File: config.mk
export PLATFORM = sky130hd
export DESIGN_NAME = snake_ladder_engine_flat
export DESIGN_NICKNAME = d
export VERILOG_FILES = /design/src/rtl/snake_ladder_engine_if.sv /design/src/rtl/snake_ladder_engine.sv /design/src/flat_wrapper.sv
export SDC_FILE = /design/constraint.sdc
export NUM_CORES = 1
export LEC_CHECK = 0
export CAP_MARGIN = 10
export CORE_MARGIN = 3
export CORE_UTILIZATION = 32
export CTS_CLUSTER_SIZE = 8
export DETAILED_ROUTE_END_ITERATION = 10
export MAX_ROUTING_LAYER = met4
export SLEW_MARGIN = 20
export SYNTH_ARGS = -nofsm -noshare
export SYNTH_HDL_FRONTEND = slang
export SYNTH_SLANG_ARGS = --single-unit
File: constraint.sdc
create_clock -name clk -period 6.8 [get_ports clk]
set_clock_uncertainty 0.05 [all_clocks]
set_input_delay 1.02 -clock clk [delete_from_list [all_inputs] [get_ports clk]]
set_output_delay 1.02 -clock clk [all_outputs]
set_load 0.005 [all_outputs]
File: src/rtl/snake_ladder_engine_if.sv
// Bus bundle for snake_ladder_engine: control inputs from the die logic, the
// match tracker and the configuration port, plus the board/status outputs to
// the screen and I2C drivers. Clock and reset stay outside the bundle.
interface snake_ladder_engine_if #(
    parameter int NUM_PLAYERS = 4,
    parameter int POS_W       = 6,
    parameter int NUM_JUMPS   = 8
);
    localparam int PIDX_W = $clog2(NUM_PLAYERS);
    localparam int JIDX_W = $clog2(NUM_JUMPS);

    logic                         start;
    logic                         restart;
    logic                         play_en;
    logic                         die_en;
    logic [2:0]                   die_value;
    logic                         final_state;
    logic                         next_match;
    logic                         exact_finish;
    logic                         cfg_wr;
    logic [JIDX_W-1:0]            cfg_idx;
    logic [POS_W-1:0]             cfg_from;
    logic [POS_W-1:0]             cfg_to;
    logic                         cfg_valid;

    logic [NUM_PLAYERS*POS_W-1:0] positions;
    logic [PIDX_W-1:0]            turn;
    logic                         wait_roll;
    logic                         jump_up;
    logic                         jump_down;
    logic [PIDX_W-1:0]            jump_player;
    logic [PIDX_W-1:0]            leader;
    logic                         tie;
    logic                         show_pulse;
    logic                         game_end;

    // Driver side (die logic, tracker, configuration host, testbench)
    modport master (
        output start, restart, play_en, die_en, die_value, final_state,
               next_match, exact_finish, cfg_wr, cfg_idx, cfg_from, cfg_to,
               cfg_valid,
        input  positions, turn, wait_roll, jump_up, jump_down, jump_player,
               leader, tie, show_pulse, game_end
    );

    // Engine side
    modport slave (
        input  start, restart, play_en, die_en, die_value, final_state,
               next_match, exact_finish, cfg_wr, cfg_idx, cfg_from, cfg_to,
               cfg_valid,
        output positions, turn, wait_roll, jump_up, jump_down, jump_player,
               leader, tie, show_pulse, game_end
    );
endinterface

File: src/rtl/snake_ladder_engine.sv
// snake_ladder_engine: round-robin multi-player board engine with a
// runtime-programmable ladder/snake jump table.
// Optional feature macro: SNAKE_LADDER_EXTRA_TURN_EN (a six grants a bonus
// roll, at most two bonus rolls in a row per player).
//
//  state        | meaning
//  -------------+-------------------------------------------------------
//  IDLE         | powered up, waiting for start
//  NEW_MATCH    | reset turn, latch finish mode
//  WAIT_ROLL    | waiting for a valid die roll from player `turn`
//  MOVE_WAIT    | raw landing shown, counting down before jump lookup
//  ROUND_GAP    | round finished, ranking done, waiting before strobe
//  SHOW         | show_pulse cycle
//  CHECK_END    | finish detection
//  END_MATCH    | match over, waiting for the tracker
//  WAIT_RESTART | series over, waiting for restart
module snake_ladder_engine #(
    parameter int NUM_PLAYERS = 4,
    parameter int BOARD_MAX   = 40,
    parameter int POS_W       = 6,
    parameter int NUM_JUMPS   = 8,
    parameter int MOVE_DELAY  = 60_000_000,
    parameter int SHOW_GAP    = 300_000
) (
    input logic                  clk,
    input logic                  rst,
    snake_ladder_engine_if.slave bus
);
    localparam int PIDX_W = $clog2(NUM_PLAYERS);

    localparam logic [POS_W-1:0]  BMAX_P    = POS_W'(BOARD_MAX);
    localparam logic [POS_W:0]    BMAX_W    = (POS_W+1)'(BOARD_MAX);
    localparam logic [PIDX_W-1:0] LAST_P    = PIDX_W'(NUM_PLAYERS - 1);
    localparam logic [31:0]       MOVE_LOAD = 32'(MOVE_DELAY - 1);
    localparam logic [31:0]       SHOW_LOAD = 32'(SHOW_GAP - 1);

    typedef enum logic [3:0] {
        IDLE,
        NEW_MATCH,
        WAIT_ROLL,
        MOVE_WAIT,
        ROUND_GAP,
        SHOW,
        CHECK_END,
        END_MATCH,
        WAIT_RESTART
    } state_t;

    state_t            state;
    logic [POS_W-1:0]  pos [NUM_PLAYERS];
    logic [PIDX_W-1:0] turn_q;
    logic              exact_q;
    logic [31:0]       cnt;
    logic              wait_roll_q;
    logic              jump_up_q;
    logic              jump_down_q;
    logic [PIDX_W-1:0] jump_player_q;
    logic [PIDX_W-1:0] leader_q;
    logic              tie_q;
    logic              show_q;
    logic              game_end_q;

    logic [POS_W-1:0]  tbl_from  [NUM_JUMPS];
    logic [POS_W-1:0]  tbl_to    [NUM_JUMPS];
    logic              tbl_valid [NUM_JUMPS];

    logic [POS_W-1:0]  cur_pos;
    logic [POS_W:0]    sum;
    logic [POS_W-1:0]  bounce;
    logic [POS_W-1:0]  land;
    logic              roll_ok;
    logic              cfg_open;
    logic              hit;
    logic              hit_up;
    logic [POS_W-1:0]  hit_to;
    logic [POS_W-1:0]  max_v;
    logic [PIDX_W-1:0] lead_c;
    logic [3:0]        n_max;
    logic              tie_c;
    logic              any_finish;
    logic              keep_turn;

`ifdef SNAKE_LADDER_EXTRA_TURN_EN
    logic [1:0]        bonus_q;
    logic              six_q;
    assign keep_turn = six_q && (bonus_q != 2'd2);
`else
    assign keep_turn = 1'b0;
`endif

    // Power-on ladder/snake layout
    function automatic logic [POS_W-1:0] dflt_from(input int i);
        int v;
        case (i)
            0:       v = 3;
            1:       v = 8;
            2:       v = 23;
            3:       v = 11;
            4:       v = 35;
            5:       v = 26;
            default: v = 0;
        endcase
        return POS_W'(v);
    endfunction

    function automatic logic [POS_W-1:0] dflt_to(input int i);
        int v;
        case (i)
            0:       v = 10;
            1:       v = 17;
            2:       v = 30;
            3:       v = 0;
            4:       v = 32;
            5:       v = 14;
            default: v = 0;
        endcase
        return POS_W'(v);
    endfunction

    // Landing square for the current player: clamp or bounce at the last square
    assign cur_pos = pos[turn_q];
    assign sum     = {1'b0, cur_pos} + {{(POS_W-2){1'b0}}, bus.die_value};
    assign bounce  = POS_W'({BMAX_W, 1'b0} - {1'b0, sum});
    assign land    = (sum > BMAX_W) ? (exact_q ? bounce : BMAX_P) : sum[POS_W-1:0];
    assign roll_ok = bus.die_en && (bus.die_value != 3'd0) && (bus.die_value != 3'd7);

    assign cfg_open = (state == IDLE) || (state == END_MATCH) || (state == WAIT_RESTART);

    // Jump lookup: scan from the top so the lowest matching index wins
    always_comb begin
        hit    = 1'b0;
        hit_up = 1'b0;
        hit_to = '0;
        for (int i = NUM_JUMPS - 1; i >= 0; i--) begin
            if (tbl_valid[i] && (tbl_from[i] != '0) && (tbl_from[i] < BMAX_P) &&
                (tbl_to[i] <= BMAX_P) && (tbl_from[i] == cur_pos)) begin
                hit    = 1'b1;
                hit_to = tbl_to[i];
                hit_up = tbl_to[i] > tbl_from[i];
            end
        end
    end

    // Ranking and finish detection across all players
    always_comb begin
        max_v      = pos[0];
        lead_c     = '0;
        n_max      = '0;
        any_finish = 1'b0;
        for (int i = 1; i < NUM_PLAYERS; i++) begin
            if (pos[i] > max_v) begin
                max_v  = pos[i];
                lead_c = PIDX_W'(i);
            end
        end
        for (int i = 0; i < NUM_PLAYERS; i++) begin
            if (pos[i] == max_v) n_max = n_max + 4'd1;
            if (pos[i] == BMAX_P) any_finish = 1'b1;
        end
        tie_c = n_max > 4'd1;
    end

    // Jump table register file; writes only land while no turn is in flight
    always_ff @(posedge clk) begin
        if (rst) begin
            for (int i = 0; i < NUM_JUMPS; i++) begin
                tbl_from[i]  <= dflt_from(i);
                tbl_to[i]    <= dflt_to(i);
                tbl_valid[i] <= (i < 6);
            end
        end else if (bus.cfg_wr && cfg_open) begin
            tbl_from[bus.cfg_idx]  <= bus.cfg_from;
            tbl_to[bus.cfg_idx]    <= bus.cfg_to;
            tbl_valid[bus.cfg_idx] <= bus.cfg_valid;
        end
    end

    // Game sequencer with registered outputs; play_en=0 freezes the play states
    always_ff @(posedge clk) begin
        if (rst) begin
            state         <= IDLE;
            for (int i = 0; i < NUM_PLAYERS; i++) pos[i] <= '0;
            turn_q        <= '0;
            exact_q       <= 1'b0;
            cnt           <= '0;
            wait_roll_q   <= 1'b0;
            jump_up_q     <= 1'b0;
            jump_down_q   <= 1'b0;
            jump_player_q <= '0;
            leader_q      <= '0;
            tie_q         <= 1'b0;
            show_q        <= 1'b0;
            game_end_q    <= 1'b0;
`ifdef SNAKE_LADDER_EXTRA_TURN_EN
            bonus_q       <= '0;
            six_q         <= 1'b0;
`endif
        end else begin
            jump_up_q   <= 1'b0;
            jump_down_q <= 1'b0;
            show_q      <= 1'b0;
            game_end_q  <= 1'b0;
            if (bus.play_en || (state == IDLE) || (state == WAIT_RESTART)) begin
                case (state)
                    IDLE: begin
                        if (bus.start) begin
                            for (int i = 0; i < NUM_PLAYERS; i++) pos[i] <= '0;
                            state <= NEW_MATCH;
                        end
                    end
                    NEW_MATCH: begin
                        turn_q      <= '0;
                        exact_q     <= bus.exact_finish;
                        wait_roll_q <= 1'b1;
                        state       <= WAIT_ROLL;
`ifdef SNAKE_LADDER_EXTRA_TURN_EN
                        bonus_q     <= '0;
`endif
                    end
                    WAIT_ROLL: begin
                        if (roll_ok) begin
                            pos[turn_q] <= land;
                            wait_roll_q <= 1'b0;
                            cnt         <= MOVE_LOAD;
                            state       <= MOVE_WAIT;
`ifdef SNAKE_LADDER_EXTRA_TURN_EN
                            six_q       <= (bus.die_value == 3'd6);
`endif
                        end
                    end
                    MOVE_WAIT: begin
                        if (cnt == '0) begin
                            if (hit) begin
                                pos[turn_q]   <= hit_to;
                                jump_up_q     <= hit_up;
                                jump_down_q   <= !hit_up;
                                jump_player_q <= turn_q;
                            end
`ifdef SNAKE_LADDER_EXTRA_TURN_EN
                            bonus_q <= keep_turn ? bonus_q + 2'd1 : 2'd0;
`endif
                            if (keep_turn) begin
                                wait_roll_q <= 1'b1;
                                state       <= WAIT_ROLL;
                            end else if (turn_q != LAST_P) begin
                                turn_q      <= turn_q + 1'b1;
                                wait_roll_q <= 1'b1;
                                state       <= WAIT_ROLL;
                            end else begin
                                cnt   <= SHOW_LOAD;
                                state <= ROUND_GAP;
                            end
                        end else begin
                            cnt <= cnt - 1'b1;
                        end
                    end
                    ROUND_GAP: begin
                        leader_q <= lead_c;
                        tie_q    <= tie_c;
                        if (cnt == '0) begin
                            show_q <= 1'b1;
                            state  <= SHOW;
                        end else begin
                            cnt <= cnt - 1'b1;
                        end
                    end
                    SHOW: begin
                        state <= CHECK_END;
                    end
                    CHECK_END: begin
                        if (any_finish) begin
                            game_end_q <= 1'b1;
                            state      <= END_MATCH;
                        end else begin
                            turn_q      <= '0;
                            wait_roll_q <= 1'b1;
                            state       <= WAIT_ROLL;
                        end
                    end
                    END_MATCH: begin
                        if (bus.final_state) begin
                            state <= WAIT_RESTART;
                        end else if (bus.next_match) begin
                            for (int i = 0; i < NUM_PLAYERS; i++) pos[i] <= '0;
                            state <= NEW_MATCH;
                        end
                    end
                    WAIT_RESTART: begin
                        if (bus.restart) state <= IDLE;
                    end
                    default: state <= IDLE;
                endcase
            end
        end
    end

    for (genvar g = 0; g < NUM_PLAYERS; g++) begin : g_pack
        assign bus.positions[g*POS_W +: POS_W] = pos[g];
    end

    assign bus.turn        = turn_q;
    assign bus.wait_roll   = wait_roll_q;
    assign bus.jump_up     = jump_up_q;
    assign bus.jump_down   = jump_down_q;
    assign bus.jump_player = jump_player_q;
    assign bus.leader      = leader_q;
    assign bus.tie         = tie_q;
    assign bus.show_pulse  = show_q;
    assign bus.game_end    = game_end_q;
endmodule

File: src/flat_wrapper.sv
// flat-port wrapper written by rule: the top's interface ports become plain ports
module snake_ladder_engine_flat 
#(
    parameter int NUM_PLAYERS = 4,
    parameter int BOARD_MAX   = 40,
    parameter int POS_W       = 6,
    parameter int NUM_JUMPS   = 8,
    parameter int MOVE_DELAY  = 60_000_000,
    parameter int SHOW_GAP    = 300_000
)
  (clk, rst, bus_start, bus_restart, bus_play_en, bus_die_en, bus_die_value, bus_final_state, bus_next_match, bus_exact_finish, bus_cfg_wr, bus_cfg_idx, bus_cfg_from, bus_cfg_to, bus_cfg_valid, bus_positions, bus_turn, bus_wait_roll, bus_jump_up, bus_jump_down, bus_jump_player, bus_leader, bus_tie, bus_show_pulse, bus_game_end);
  snake_ladder_engine_if #(.NUM_PLAYERS(NUM_PLAYERS), .POS_W(POS_W), .NUM_JUMPS(NUM_JUMPS)) bus_i ();
  input logic clk;
  input logic rst;
  input wire logic [$bits(bus_i.start)-1:0] bus_start;
  input wire logic [$bits(bus_i.restart)-1:0] bus_restart;
  input wire logic [$bits(bus_i.play_en)-1:0] bus_play_en;
  input wire logic [$bits(bus_i.die_en)-1:0] bus_die_en;
  input wire logic [$bits(bus_i.die_value)-1:0] bus_die_value;
  input wire logic [$bits(bus_i.final_state)-1:0] bus_final_state;
  input wire logic [$bits(bus_i.next_match)-1:0] bus_next_match;
  input wire logic [$bits(bus_i.exact_finish)-1:0] bus_exact_finish;
  input wire logic [$bits(bus_i.cfg_wr)-1:0] bus_cfg_wr;
  input wire logic [$bits(bus_i.cfg_idx)-1:0] bus_cfg_idx;
  input wire logic [$bits(bus_i.cfg_from)-1:0] bus_cfg_from;
  input wire logic [$bits(bus_i.cfg_to)-1:0] bus_cfg_to;
  input wire logic [$bits(bus_i.cfg_valid)-1:0] bus_cfg_valid;
  output wire logic [$bits(bus_i.positions)-1:0] bus_positions;
  output wire logic [$bits(bus_i.turn)-1:0] bus_turn;
  output wire logic [$bits(bus_i.wait_roll)-1:0] bus_wait_roll;
  output wire logic [$bits(bus_i.jump_up)-1:0] bus_jump_up;
  output wire logic [$bits(bus_i.jump_down)-1:0] bus_jump_down;
  output wire logic [$bits(bus_i.jump_player)-1:0] bus_jump_player;
  output wire logic [$bits(bus_i.leader)-1:0] bus_leader;
  output wire logic [$bits(bus_i.tie)-1:0] bus_tie;
  output wire logic [$bits(bus_i.show_pulse)-1:0] bus_show_pulse;
  output wire logic [$bits(bus_i.game_end)-1:0] bus_game_end;
  assign bus_i.start = bus_start;
  assign bus_i.restart = bus_restart;
  assign bus_i.play_en = bus_play_en;
  assign bus_i.die_en = bus_die_en;
  assign bus_i.die_value = bus_die_value;
  assign bus_i.final_state = bus_final_state;
  assign bus_i.next_match = bus_next_match;
  assign bus_i.exact_finish = bus_exact_finish;
  assign bus_i.cfg_wr = bus_cfg_wr;
  assign bus_i.cfg_idx = bus_cfg_idx;
  assign bus_i.cfg_from = bus_cfg_from;
  assign bus_i.cfg_to = bus_cfg_to;
  assign bus_i.cfg_valid = bus_cfg_valid;
  assign bus_positions = bus_i.positions;
  assign bus_turn = bus_i.turn;
  assign bus_wait_roll = bus_i.wait_roll;
  assign bus_jump_up = bus_i.jump_up;
  assign bus_jump_down = bus_i.jump_down;
  assign bus_jump_player = bus_i.jump_player;
  assign bus_leader = bus_i.leader;
  assign bus_tie = bus_i.tie;
  assign bus_show_pulse = bus_i.show_pulse;
  assign bus_game_end = bus_i.game_end;
  snake_ladder_engine #(.NUM_PLAYERS(NUM_PLAYERS), .BOARD_MAX(BOARD_MAX), .POS_W(POS_W), .NUM_JUMPS(NUM_JUMPS), .MOVE_DELAY(MOVE_DELAY), .SHOW_GAP(SHOW_GAP)) u_core (.clk(clk), .rst(rst), .bus(bus_i));
endmodule
# Word-level counts from Yosys, hierarchy flattened
# Memories as Yosys holds them, arrays and structs flattened. A register that Yosys moved wholly into a read port is not among the register bits.
# Index checks and enable logic that the tools add are counted.
dict set report classes {
  add_sub_neg 7
  n_lt_le_gt_ge 29
  eq_ne 36
  n_mux 128
  bitwise_logic 15
  n_reduce_logical 68
}
# operator n
set op_table {}
lappend op_table {{6-bit 2-to-1 mux} 37}
lappend op_table {{32-bit 2-to-1 mux} 4}
lappend op_table {{32-bit case mux with 3 select lines} 1}
lappend op_table {{6-bit equality test} 12}
lappend op_table {{6-bit greater-than comparator} 11}
lappend op_table {{1-bit 2-to-1 mux} 60}
lappend op_table {{6-bit <= comparator (second input constant)} 8}
lappend op_table {{6-bit < comparator (second input constant)} 8}
lappend op_table {{6-bit nonzero test} 8}
lappend op_table {{4-bit 2-to-1 mux} 10}
lappend op_table {{4-bit case mux with 9 select lines} 1}
lappend op_table {{1-bit logical AND} 35}
lappend op_table {{32-bit zero test} 1}
lappend op_table {{32-bit by 1-bit subtractor with 32-bit output (second input constant)} 1}
lappend op_table {{6-bit equality test (second input constant)} 4}
lappend op_table {{6-bit OR reduction} 3}
lappend op_table {{4-bit by 3-bit equality test with 1-bit output (second input constant)} 4}
lappend op_table {{2-bit 2-to-1 mux} 8}
lappend op_table {{3-bit 2-to-1 mux} 5}
lappend op_table {{2-bit != test (second input constant)} 5}
lappend op_table {{5-bit AND reduction} 2}
lappend op_table {{3-bit != test (second input constant)} 3}
lappend op_table {{1-bit OR} 9}
lappend op_table {{3-bit nonzero test} 3}
lappend op_table {{25 further kinds} 40}
dict set report totals {
  register_bits 49
  ramBits 128
  input_bits 29
  out_inout_bits 36
  wordCells 299
  mem_count 4
}
# memory words word_bits rd rd_clocked_by_memory_dff write_ports line
set mem_list {}
lappend mem_list {u_core.tbl_from 8 6 8 0 8 snake_ladder_engine.sv:63} ;# logic [POS_W-1:0] tbl_from [NUM_JUMPS];
lappend mem_list {u_core.tbl_to 8 6 8 0 8 snake_ladder_engine.sv:64} ;# logic [POS_W-1:0] tbl_to [NUM_JUMPS];
lappend mem_list {u_core.pos 4 6 5 1 4 snake_ladder_engine.sv:50} ;# logic [POS_W-1:0] pos [NUM_PLAYERS];
lappend mem_list {u_core.tbl_valid 8 1 8 0 8 snake_ladder_engine.sv:65} ;# logic tbl_valid [NUM_JUMPS];

# Depth between registers and ports, before layout
# Gate-level depths: netlist of the first run.
# An unclocked memory read counts as a cell.
dict set report logic_depth {
  word_depth 23
  mapped_depth 32
  depth_no_buf 30
}

# Worst setup path before layout of the first run
# No wires, ideal clock.
dict set report synth_timing {
  path_kind {register -> register}
  startpoint {mem u_core.pos[1][5]}
  endpoint {reg u_core.tie_q, in the netlist u_core.bus.tie}
  setup_time_ns 0.134
  arrival_ns 6.587
  t_required_ns 6.616
  path_slack_ns 0.029
  path_stages_with_launch 31
  n_path_buf 2
  period_less_slack_ns 6.771
  path_cell_list {edfxtp_1 ha_1 and4_1 nand3_1 and4b_1 o21ai_0 and2_1 ha_1 a21oi_1 a21boi_0 o32ai_2 clkbuf_1 nor2_1 a21oi_1 inv_1 ha_1 a21oi_1 a21boi_0 o32ai_1 buf_2 mux2i_1 xor2_1 nand2_1 or4_1 ha_1 o21ai_0 ha_1 nor2_1 nand2_1 o311ai_0 a211oi_1}
}
# item line
set synth_lines {}
lappend synth_lines {{start: declaration} snake_ladder_engine.sv:50}
lappend synth_lines {{end signal: assignment} snake_ladder_engine.sv:259} ;# tie_q <= tie_c;
lappend synth_lines {{end: declaration} snake_ladder_engine.sv:59} ;# logic tie_q;

==> flow_summary.ini, run 1 <==
[drt]
finalWirelength_um = 35200
dr.pass1.iters = 5
drtAntennaViolNets = 0
post_drt_via_cell_ratio = 5.42
num_vias = 10200
drc = 0
wire_per_inst_um = 18.6
drtIter0Drc = 985

[synthesis]
ys_async_sr_fraction = 0
yosysTopAreaCell = edfxtp_1
ys_warn_count = 0
synthCells = 1295
avgSynthCellArea_um2 = 9.29
ys_seq_area_frac = 0.399
synth_area_mm2 = 0.0120
synth_cell_types = 88
synth_edf_count = 122
synthSimpleGateAreaFrac = 0.236
ys_ff_latch = 179
synthFlopType = edfxtp_1
synth_most_common_cell = edfxtp_1
yosys-top-cells-area = edfxtp_1, dfxtp_1, ha_1, and2_1, xnor2_1
syn-num-nets = 1401
synth_compound_area_frac = 0.168
synth_xor_area_frac = 0.0444
synthTopCellsByCount = edfxtp_1, nor2_1, inv_1
synthAdderAreaFrac = 0.0807
synth_mux_area_frac = 0.0230
synth_top_area_share = 0.304
synth_top_family_by_area = simple AND/OR/NAND/NOR gates

[sta]
max_slew_margin = 0.366
maxSlewViolCount = 0
fin_crit_sh = 0.963
tightest_slew_ns = 0.951
fin_setup_tns_ns = 0
timing_hold_violations_final = 0
max_freq_mhz = 153
setup_violations = 0
finalCriticalPeriod_ns = 6.55

[outcome]
status = completed

[critical_path]
critical_path.reg2reg.startpoint = u_core.pos[1][5]$_SDFFCE_PN0P_
critPathMaxStageDelay_ns = 0.53
worstSetupStartpoint = u_core.pos[1][5]$_SDFFCE_PN0P_
start_kind = flop
cp_max_fo = 7
slowest_stage = or4_1
crit_type = flop to flop
cp_data_required_time_ns = 7.11
cp-end-kind = flop
cp_data_arrival_time_ns = 6.86

[final_layout]
final_area_mm2 = 0.0141
multi_input_area_mm2 = 0.00681
drive_above_1_share = 0.108
seqCellArea_mm2 = 0.00480
nFillCells = 3660
syn_to_final_growth_pct = 17.4
final_nets = 1479

[floorplan]
core_mm2 = 0.0369
die_height_um = 200
rows = 70
floorplan.initialDensity = 0.326
die_w_um = 200
pin_count = 65
die_area_mm2 = 0.0400

[grt]
antenna_found_initial = 0
grt_pass1_wl_um = 53600
grtUsageTotal = 0.179
grt_pass1_vias = 9524
grt_overflow = 0
grt_max_degree = 56

[placement]
dpl.hpwl_um = 25300
io_buffers = 64
gp_congestion = 0.990
dpl-instance-area_mm2 = 0.0133

[pwr]
power-per-cell-area_mw_per_mm2 = 364
cellLeakagePower_uw = 0.00519
peakVddDrop_mv = 0.190

[cts]
clockRootBuffer = clkbuf_16
clock_path_buffers = 2
cts_made_buffers = 17
cts_tree = yes
htree_levels = 4
worst_skew_pair.late_latency_ns = 0.45
cts.clk_slew.worst_paths_ns = 0.07
cts_sinks = 179
hold_buffers = 0

[job]
drv_cap = 0

[worst_hold_path]
min_path_type = flop to flop
worstHoldStart = u_core.cnt[26]$_SDFFE_PP0P_
==> through the flow <==
step                setup WS [ns]  power (uW)  hold WS, ns   util  instances
floorplan                  0.0289        3190        0.391      -       1295
global placement            0.146        3870        0.404  0.361       1845
detailed placement        -0.0269        3890        0.417  0.361       1845
CTS                       0.00388        4920        0.426  0.377       1880
global route              -0.0446        5500        0.451  0.383       1890
finish                      0.253        5150        0.429  0.383       1891
==> path summary, 6_finish.rpt <==
check,slack [ns],endpoint,depth (start not counted)
hold / removal,0.43,u_core.cnt[26]$_SDFFE_PP0P_,2
hold reg to reg,0.43,u_core.cnt[26]$_SDFFE_PP0P_,2
setup reg to reg,0.25,u_core.bus.tie$_SDFFE_PP0P_,28
setup / recovery,0.25,u_core.bus.tie$_SDFFE_PP0P_,28
==> registers in the layout (all words and copies together) (netlist names), named ones only <==
signal and cells:
u_core.bus.leader 2, u_core.bus.jump_player 2, u_core.bus.tie 1, u_core.tbl_from 48, u_core.exact_q 1, u_core.bus.game_end 1, u_core.bus.turn 2, u_core.cnt 32
u_core.state 4, u_core.bus.show_pulse 1, u_core.bus.jump_up 1, u_core.bus.jump_down 1, u_core.tbl_to 48, u_core.tbl_valid 8, u_core.pos 24, u_core.bus.wait_roll 1
==> layout by cell type, fill, tap and decap left out, types with 14 or more instances in the layout <==
cell type	Yosys	routed
o21ai_0	62	59
nor4_1	20	19
and2_1	79	77
inv_1	87	84
nor2_1	106	106
or3_1	30	30
nor3_1	39	39
edfxtp_1	122	122
a21o_1	14	14
dfxtp_1	57	57
nand2b_1	30	30
clkdlybuf4s50_1	0	63
nand4_1	16	16
ha_1	76	74
xnor2_1	51	51
nor2b_1	26	26
a21oi_1	84	80
nand3_1	38	37
o21a_1	21	20
buf_4	2	43
nand2_1	76	75
clkbuf_16	0	17
==> routing by layer <==
metal | part of all wire | track usage | routed length, um
met3 | 0.072 | 0.0258 | 2530
met2 | 0.46 | 0.276 | 16100
met1 | 0.45 | 0.243 | 15800
met5 | 0 | - | 0
met4 | 0.023 | 0.0579 | 807
==> critical path: cells and delay by family, from the launching register on <==
kind / cells / cell delay (ns)
xor+xnor: 1 / 0.16
flops: 1 / 0.44
buf+inv: 3 / 0.44
compound gates: 7 / 1.33
simple gates: 12 / 2.69
mux: 1 / 0.26
fa+ha+maj: 4 / 1.09
==> logic make-up after synthesis <==
logic type | count (synthesis)
buffers and inverters | 139
AND/OR/NAND/NOR | 520
adder cells (fa/ha/maj) | 77
multiplexers | 20
XOR/XNOR | 61
flip-flops | 179
AO/OA/AOI/OAI | 299
==> power by group <==
group          total, uW  switching (uW)  internal [uW]  leakage [uW]
registers           1470             167           1300       0.00164
logic               2700            1550           1150       0.00328
clock network        976             454            522      0.000274
total               5150            2170           2980       0.00519
==> timing repair <==
item | CTS | global route
cloned | 0 | 1
endpoints found under the setup margin | 1 | 1
buffers inserted | 3 | 9
endpoints found under the hold margin | 0 | 0
gates resized for setup | 4 | 36
pin swaps | 1 | 12
==> area by class of cell <==
| type | instances | share of cell area |
|---|---|---|
| multi-input combinational | 977 | 0.482 |
| sequential | 179 | 0.340 |
| timing repair buffer | 110 | 0.0702 |
| tap | 504 | 0.0446 |
| clock buffer | 20 | 0.0316 |
| inverter | 88 | 0.0234 |
| clock inverter | 12 | 0.00841 |
| antenna | 1 | 0.000177 |
No activity file was read; power rests on OpenSTA's default activity.
==> inputs of run 2 (changes only) <==
Settings changed: CTS_CLUSTER_DIAMETER set to 30, GPL_TIMING_DRIVEN set to 0.
==> run 2 against run 1 <==
Net effect: clock-buffer cell count decreased by 3; highest routed layer unchanged; combinational power increased by 21%; final cell count increased by 3.1%; total power increased by 12%; routed wire length increased by 7.6%; core utilization increased by 2.0 points; sequential share of layout area decreased by 1.7 points; critical path type unchanged; register-to-register slack got worse by 0.13 ns; sequential power about the same; non-clock buffer count increased by 60.
==> flow_summary.ini, run 2 (synthesized netlist as in run 1, its figures left out) <==
[critical_path]
cp-end-kind = flop
cp_data_arrival_time_ns = 6.98
crit_type = flop to flop
cp_max_fo = 6
start_kind = flop
critPathMaxStageDelay_ns = 0.52
cp_data_required_time_ns = 7.11
slowest_stage = or4_4
crit_top_cell = ha_4

[pwr]
peakVddDrop_mv = 0.235
seq_power_share = 0.256
cellLeakagePower_uw = 0.00540
p_int_uw = 3250
power-per-cell-area_mw_per_mm2 = 386
switching_share = 0.434
switchingPower_uw = 2490
clockPowerShare = 0.172
p_comb_frac = 0.572

[drt]
finalWirelength_um = 37900
highest_layer = met4
m1WireLength_um = 16700
wire_per_inst_um = 19.4
routed-wl-met2_um = 17900
num_vias = 10600
drtIter0Drc = 1006
dr.pass1.iters = 5
drc = 0
wl_met3_um = 2340
post_drt_via_cell_ratio = 5.46
drtAntennaViolNets = 0

[final_layout]
drive_above_1_share = 0.149
num_antenna_cells = 0
final_cell_mix = edfxtp_1, nor2_1, inv_1
reg_top3 = u_core.tbl_from x48, u_core.tbl_to x48, u_core.cnt x32
syn_to_final_growth_pct = 23.6
final_nets = 1539
final_common_cell = edfxtp_1
seqCellArea_mm2 = 0.00480
multi_input_area_mm2 = 0.00717
nFillCells = 3640

[outcome]
status = completed

[sta]
setup_violations = 0
setup_ws_ns = 0.127
max_freq_mhz = 150
fin_crit_sh = 0.981
max_slew_margin = 0.340
timing_hold_violations_final = 0
fin_setup_tns_ns = 0
tightest_slew_ns = 0.981
maxSlewViolCount = 0
finalCriticalPeriod_ns = 6.67
holdWs_ns = 0.426

[placement]
dp_slack_ns = -1.37
io_buffers = 63
gp_congestion = 0.923
dpl.hpwl_um = 26600

[grt]
antenna_found_initial = 1
grt_pass1_wl_um = 56300
grt_overflow = 0
grtUsageTotal = 0.189
grt_pass1_vias = 10000
grt_max_degree = 20

[cts]
hold_buffers = 0
clockRootBuffer = clkbuf_16
clock_path_buffers = 2
cts_made_buffers = 17
htree_levels = 4
worst_skew_pair.late_latency_ns = 0.45
cts_sinks = 179
cts.clk_slew.worst_paths_ns = 0.07
cts_tree = yes

[floorplan]
rows = 70
pin_count = 65
die_height_um = 200
core_mm2 = 0.0369
floorplan.initialDensity = 0.326
die_area_mm2 = 0.0400
die_w_um = 200

[worst_hold_path]
min_path_type = flop to flop

[job]
drv_cap = 0
run 2: changes by cell type in the layout (fill, tap and decap cells not counted), moves of 4 or more:
cell and change:
clkbuf_1 +33, buf_4 +10, nand3_1 -6, buf_2 +6, clkinv_8 +4, nand3_4 +4, buf_6 +8, ha_1 -9
o21ai_4 +4, ha_4 +10
run 2: timing repair:
item,CTS,global route
pin swaps,5,41
setup buffers,23,33
endpoints found under the setup margin,1,1
gates cloned,1,0
resized for setup,42,65
run 2: final cells by class:
type	instances	area share
timing repair buffer	119	0.0725
multi-input combinational	977	0.482
buffer	51	0.0177
inverter	88	0.0222
sequential	179	0.323
clock buffer	17	0.0286
clock inverter	15	0.0113
tap	504	0.0424
run 2: worst max-delay path: cells and delay by family, from the launching register on:
family                     cells  cell delay, ns
adders and majority gates      4            0.98
muxes                          1            0.30
AOI/OAI and AO/OA              8            1.56
xor gates and xnor gates       1            0.19
buffers and inverters          4            0.66
and+or+nand+nor               10            2.35
DFF                            1            0.48
run 2: layer usage:
metal | up-vias | GRT usage
li1 | 5011 | -
met1 | 5201 | 0.249
met2 | 361 | 0.299
met3 | 76 | 0.0295
met4 | 0 | 0.0602
met5 | - | -
run 2: power by group through the flow:
| stage | Combinational [uW] | Clock, uW | Sequential (uW) |
|---|---|---|---|
| after floorplan | 1750 | 0 | 1430 |
| after global placement | 2290 | 0 | 1490 |
| after detailed placement | 2350 | 0 | 1490 |
| after CTS | 2650 | 1000 | 1460 |
| after global routing | 3540 | 1040 | 1490 |
| final | 3280 | 989 | 1470 |
run 2: worst paths after layout:
path	startpoint	endpoint	slack, ns	cells after the start
min reg2reg	u_core.cnt[26]$_SDFFE_PP0P_	u_core.cnt[26]$_SDFFE_PP0P_	0.43	2
max	u_core.pos[1][5]$_SDFFCE_PN0P_	u_core.bus.tie$_SDFFE_PP0P_	0.13	28
max reg2reg	u_core.pos[1][5]$_SDFFCE_PN0P_	u_core.bus.tie$_SDFFE_PP0P_	0.13	28
min	u_core.cnt[26]$_SDFFE_PP0P_	u_core.cnt[26]$_SDFFE_PP0P_	0.43	2
run 2: stage by stage:
| step | total power (uW) | util | std cells | cell area [um^2] |
|---|---|---|---|---|
| 3_3_place_gp | 3780 | 0.361 | 1862 | 13300 |
| 5_1_grt | 6070 | 0.403 | 1950 | 14900 |
| 6_report | 5740 | 0.403 | 1950 | 14900 |
| 3_5_place_dp | 3840 | 0.361 | 1862 | 13300 |
| 4_1_cts | 5100 | 0.386 | 1918 | 14200 |
| 2_1_floorplan | 3190 | - | 1295 | 12000 |
==> inputs of run 3 (changes only) <==
Settings changed: CAP_MARGIN 10 to unset.
==> results of run 3 <==
No change in the layout: final DEF, timing and power equal those of run 2.
